**config.mk**
```make
export PLATFORM = sky130hd
export DESIGN_NAME = mitchell_log_adder
export DESIGN_NICKNAME = d
export VERILOG_FILES = /design/src/rtl/mitchell_log_adder.sv
export SDC_FILE = /design/constraint.sdc
export NUM_CORES = 1
export LEC_CHECK = 0
export BUFFER_PORTS_ARGS = -buffer_cell sky130_fd_sc_hd__buf_2
export CORE_MARGIN = 2
export CORE_UTILIZATION = 52
export CTS_CLUSTER_DIAMETER = 30
export CTS_CLUSTER_SIZE = 10
export DETAILED_ROUTE_END_ITERATION = 10
export MAX_ROUTING_LAYER = met4
export PLACE_DENSITY = 0.84
export SYNTH_ARGS = -nofsm -noshare
export SYNTH_HDL_FRONTEND = slang
export SYNTH_SLANG_ARGS = --single-unit
```
**constraint.sdc**
```tcl
create_clock -name clk -period 2.2 [get_ports clk]
set_input_delay 0.22 -clock clk [delete_from_list [all_inputs] [get_ports clk]]
set_output_delay 0.22 -clock clk [all_outputs]
set_load 0.02 [all_outputs]
```
**src/rtl/mitchell_log_adder.sv**
```systemverilog
// ---------------------------------------------------------------------------
// mitchell_log_adder
//
// Front end of a Mitchell approximate multiplier. Two unsigned 8-bit operands
// are encoded into fixed-point log2 approximations {k[2:0], f[6:0]}. The two
// logs are then added into the 11-bit log-sum word {int[3:0], frac[6:0]} that
// the antilog decoder consumes. A zero operand cannot be log-encoded, so it is
// flagged instead. The downstream logic then forces the product to 0.
//
// Two-stage stall pipeline. Stage 1 encodes and stage 2 adds. Each stage
// advances when the stage after it is empty or is draining.
//
// Ports:
//   clk        single clock, rising edge
//   rst        synchronous, active-high reset
//   in_valid   operand pair present
//   in_ready   pair accepted this cycle (combinational from out_ready)
//   op_a       unsigned 8-bit multiplicand
//   op_b       unsigned 8-bit multiplier
//   out_valid  log_sum/zero valid
//   out_ready  downstream consumes this cycle
//   log_sum    {int[3:0], frac[6:0]} log-domain sum
//   zero       op_a==0 or op_b==0; product must be forced to 0
// ---------------------------------------------------------------------------
module mitchell_log_adder (
   input  logic        clk,
   input  logic        rst,
   input  logic        in_valid,
   output logic        in_ready,
   input  logic [7:0]  op_a,
   input  logic [7:0]  op_b,
   output logic        out_valid,
   input  logic        out_ready,
   output logic [10:0] log_sum,
   output logic        zero
);

   // Mitchell encoding: characteristic = leading-one index, mantissa = the
   // bits below it, left-aligned. x == 0 encodes to 0 because the shifted
   // value is 0 and no bit ever raises k.
   function automatic logic [9:0] encode(input logic [7:0] x);
      logic [2:0] k;
      logic [7:0] sh;
      k = 3'd0;
      for (int i = 0; i < 8; i++) begin
         if (x[i]) k = 3'(i);
      end
      sh = x << (3'd7 - k);
      return {k, sh[6:0]};
   endfunction

   logic       v1;
   logic       v2;
   logic [9:0] log_a;
   logic [9:0] log_b;
   logic       zero_1;
   logic       en1;
   logic       en2;

   // A stage may load when it is empty or when its contents move on this edge.
   // in_ready therefore depends combinationally on out_ready. This allows a
   // full pipeline to accept new data in the same cycle that it drains.
   assign en2       = !v2 || out_ready;
   assign en1       = !v1 || en2;
   assign in_ready  = en1;
   assign out_valid = v2;

   // NOTE: sequential state uses non-blocking assignments only, so every
   // register samples the pre-edge values of the others. This keeps stage 1
   // feeding stage 2 order-independent.
   always_ff @(posedge clk) begin
      if (rst) begin
         // NOTE: the data registers are reset along with the valids because
         // log_sum and zero are visible ports and must read 0 after reset.
         v1      <= 1'b0;
         v2      <= 1'b0;
         log_a   <= 10'h000;
         log_b   <= 10'h000;
         zero_1  <= 1'b0;
         log_sum <= 11'h000;
         zero    <= 1'b0;
      end else begin
         if (en1) begin
            v1 <= in_valid;
            if (in_valid) begin
               log_a  <= encode(op_a);
               log_b  <= encode(op_b);
               zero_1 <= (op_a == 8'd0) || (op_b == 8'd0);
            end
         end
         if (en2) begin
            v2 <= v1;
            if (v1) begin
               // Max 0x3FF + 0x3FF = 0x7FE, so the sum cannot overflow.
               // The fraction carry ripples into the integer field.
               log_sum <= zero_1 ? 11'h000 : ({1'b0, log_a} + {1'b0, log_b});
               zero    <= zero_1;
            end
         end
      end
   end

endmodule
```
==> flow_metrics.tcl <==
set metrics [dict create \
    cts-resized-gates 0 \
    synth_top_area_cell "dfxtp_1" \
    drive_above_1_share_pct 17.1 \
    die_area_mm2 0.00463 \
    endpoint_kind "register" \
    finClkSkew_ps 7.03 \
    synth_area_mm2 0.00213 \
    synth_common_cells "35 x dfxtp_1, 32 x nor2_1, 27 x a21oi_1" \
    max-vdd-ir-drop_mv 0.402 \
    maxCapViolCount 0 \
    status "finished, final reports clean" \
    n_antenna_cell 0 \
    place_inst 340 \
    post_drt_wl_per_cell_um 14.1 \
    netlist_instances 267 \
    cp.arrival_ps 2260 \
    synth_nets 298 \
    power_frac_comb_pct 22.3 \
    period_needed_ps 2080 \
    cpPeakStageDelay_ps 420 \
    regArea_um2 701 \
    hpwl_um 3720 \
    async_flop_share_pct 0 \
    setup_viol 0 \
    worst_slew_pin_slew_ps 616 \
    worst-path-max-fanout 3 \
    netlist_top_cells_area "dfxtp_1 33%, a21oi_1 6.3%, ha_1 5.9%" \
    yosysTopAreaCellShare_pct 32.9 \
    ant_nets 0 \
    max_freq_ghz 0.481 \
    std_cell_rows 23 \
    post_cts_buffers 0 \
    yosysMostFrequentCell "dfxtp_1" \
    grt_max_degree 35 \
    cts_tree "done" \
    area_growth_pct 13.6 \
    cp_slowest_cell "fa_1" \
    dieWidth_um 68.0 \
    clkTransAtPathRegs_ps 70 \
    hold_buffers 0 \
    insertion_delay_ps 280 \
    clk_path_buf_depth 2 \
    syn_area_per_cell_um2 7.98 \
    htreeDepth 2 \
    grt_use_total_pct 24.3 \
    fp.dieH_um 68.0 \
    synth_edf_count 0 \
    path_cells "ha_1, fa_1, nand3_1, a21boi_0, o21a_1, or3_1, a32o_1" \
    synth.distinct_cells 55 \
    antenna_found_initial 0 \
    dr.pass1.iters 4 \
    io_buffers 33 \
    finalCritPeriodShare_pct 94.5 \
    wl_um 4910 \
    tns_ps 0 \
    yosysSeqAreaShare_pct 32.9 \
    fill_cells 373 \
    start_kind "register" \
    drt-initial-drc-count 77 \
    grt_pass1_vias 1774 \
    drc 0 \
    rsz0062_at_grt "false" \
    synth_seq_cells 35 \
    power.density_mw_per_mm2 614 \
    gp_congestion 0.889 \
    finalNonFillerCells 348 \
    hold_viol 0 \
    worstPathRequired_ps 2380 \
    vias 2036 \
    slew_violations 0 \
    cts_sinks 35 \
    p_int_w 0.00103 \
    core_mm2 0.00397 \
    relSlewSlack_pct 58.9 \
    grt_pass1_wl_um 8220 \
    synth-warning-count 0 \
    grt_overflow 0 \
    power_frac_seq_pct 47.2 \
    start_util_pct 53.7 \
    worstHoldPathType "in2reg" \
    clockRootBuffer "clkbuf_8" \
    p_clk_share_pct 30.5 \
    vias_per_cell 5.85 \
    ys.flop_type "dfxtp_1" \
    power.switching_w 0.000457 \
    p_leak_nw 1.02 \
    ios 34 \
    switching_share_pct 30.7 \
    nNetsFinal 328 \
    worstSetupPathType "reg2reg" \
    multi_input_area_mm2 0.00135 \
    numCtsBuffers 5 \
]
[routing by layer]
| metal | vias up | global-route usage, % | part of all wire, % |
|---|---|---|---|
| met2 | 69 | 40.7 | 48 |
| met1 | 911 | 30.6 | 46 |
| li1 | 1052 | - | - |
| met3 | 4 | 3.95 | 5.6 |
| met5 | - | - | 0 |
| met4 | 0 | 6.00 | 0.73 |
[final timing paths]
| kind | from | endpoint | slack, ps | cells after the start |
|---|---|---|---|---|
| setup / recovery | log_a[0] | log_sum[6] | 120 | 7 |
| hold / removal | in_valid | v1 | 170 | 3 |
| setup reg to reg | log_a[0] | log_sum[6] | 120 | 7 |
| hold reg to reg | zero | zero | 450 | 2 |
[logic make-up after synthesis]
group | count (synthesis) | share of synthesized area (%)
simple gates | 98 | 22.7
compound gates | 92 | 29.5
flops | 35 | 32.9
buf+inv | 21 | 3.76
fa+ha+maj | 11 | 6.81
xor+xnor | 6 | 2.47
mux | 4 | 1.94
[sequential cells by signal, indices dropped and copies added (netlist names)]
| signal | count |
|---|---|
| log_sum | 11 |
| log_a | 10 |
| log_b | 10 |
| out_valid | 1 |
| v1 | 1 |
| zero | 1 |
| zero_1 | 1 |
[critical path: cells and delay by family (launching register included)]
| kind | cells | cell delay, ps |
|---|---|---|
| fa+ha+maj | 2 | 650 |
| compound gates | 3 | 550 |
| simple gates | 2 | 450 |
| flops | 1 | 320 |
[cell type report]
cell class	instances	area share (%)
well taps	50	2.59
repair buffers	36	7.76
clock inverters	3	0.827
clock buffers	5	2.84
flip-flops and latches	35	29.0
multi-input cells	211	55.8
inverters	8	1.24
[per-stage QoR]
| stage | utilization (%) | hold WS (ps) | setup WS (ps) | instance area [um^2] | power [W] |
|---|---|---|---|---|---|
| floorplan | - | 349 | 280 | 2130 | 0.000945 |
| global placement | 58.7 | 441 | 219 | 2330 | 0.00103 |
| detailed placement | 58.7 | 446 | 147 | 2330 | 0.00104 |
| CTS | 60.9 | 175 | 136 | 2420 | 0.00149 |
| global route | 60.9 | 183 | 41.4 | 2420 | 0.00157 |
| finish | 60.9 | 175 | 121 | 2420 | 0.00149 |
[power by group through the flow]
stage | sequential [W] | clock (W) | combinational [W]
detailed placement | 0.000717 | 0 | 0.000326
floorplan | 0.000723 | 0 | 0.000222
global route | 0.000707 | 0.000493 | 0.000370
finish | 0.000702 | 0.000454 | 0.000331
CTS | 0.000702 | 0.000460 | 0.000328
global placement | 0.000715 | 0 | 0.000318
[cells in the final DEF (no fill, tap or decap), types with 3 or more instances in the layout]
master,count
dfxtp_1,35
buf_2,33
nor2_1,32
a21oi_1,27
nand2_1,21
o21ai_0,16
ha_1,10
inv_1,8
nand3_1,8
nor2b_1,7
nor3_1,6
a221oi_1,5
xnor2_1,5
clkbuf_8,5
nand2b_1,4
nor3b_1,4
a21boi_0,4
a211oi_1,4
mux2i_1,3
a21o_1,3
o32ai_1,3
a22oi_1,3
a211o_1,3
a22o_1,3
buf_4,3
Note: power is estimated with default switching activity, not from simulation.
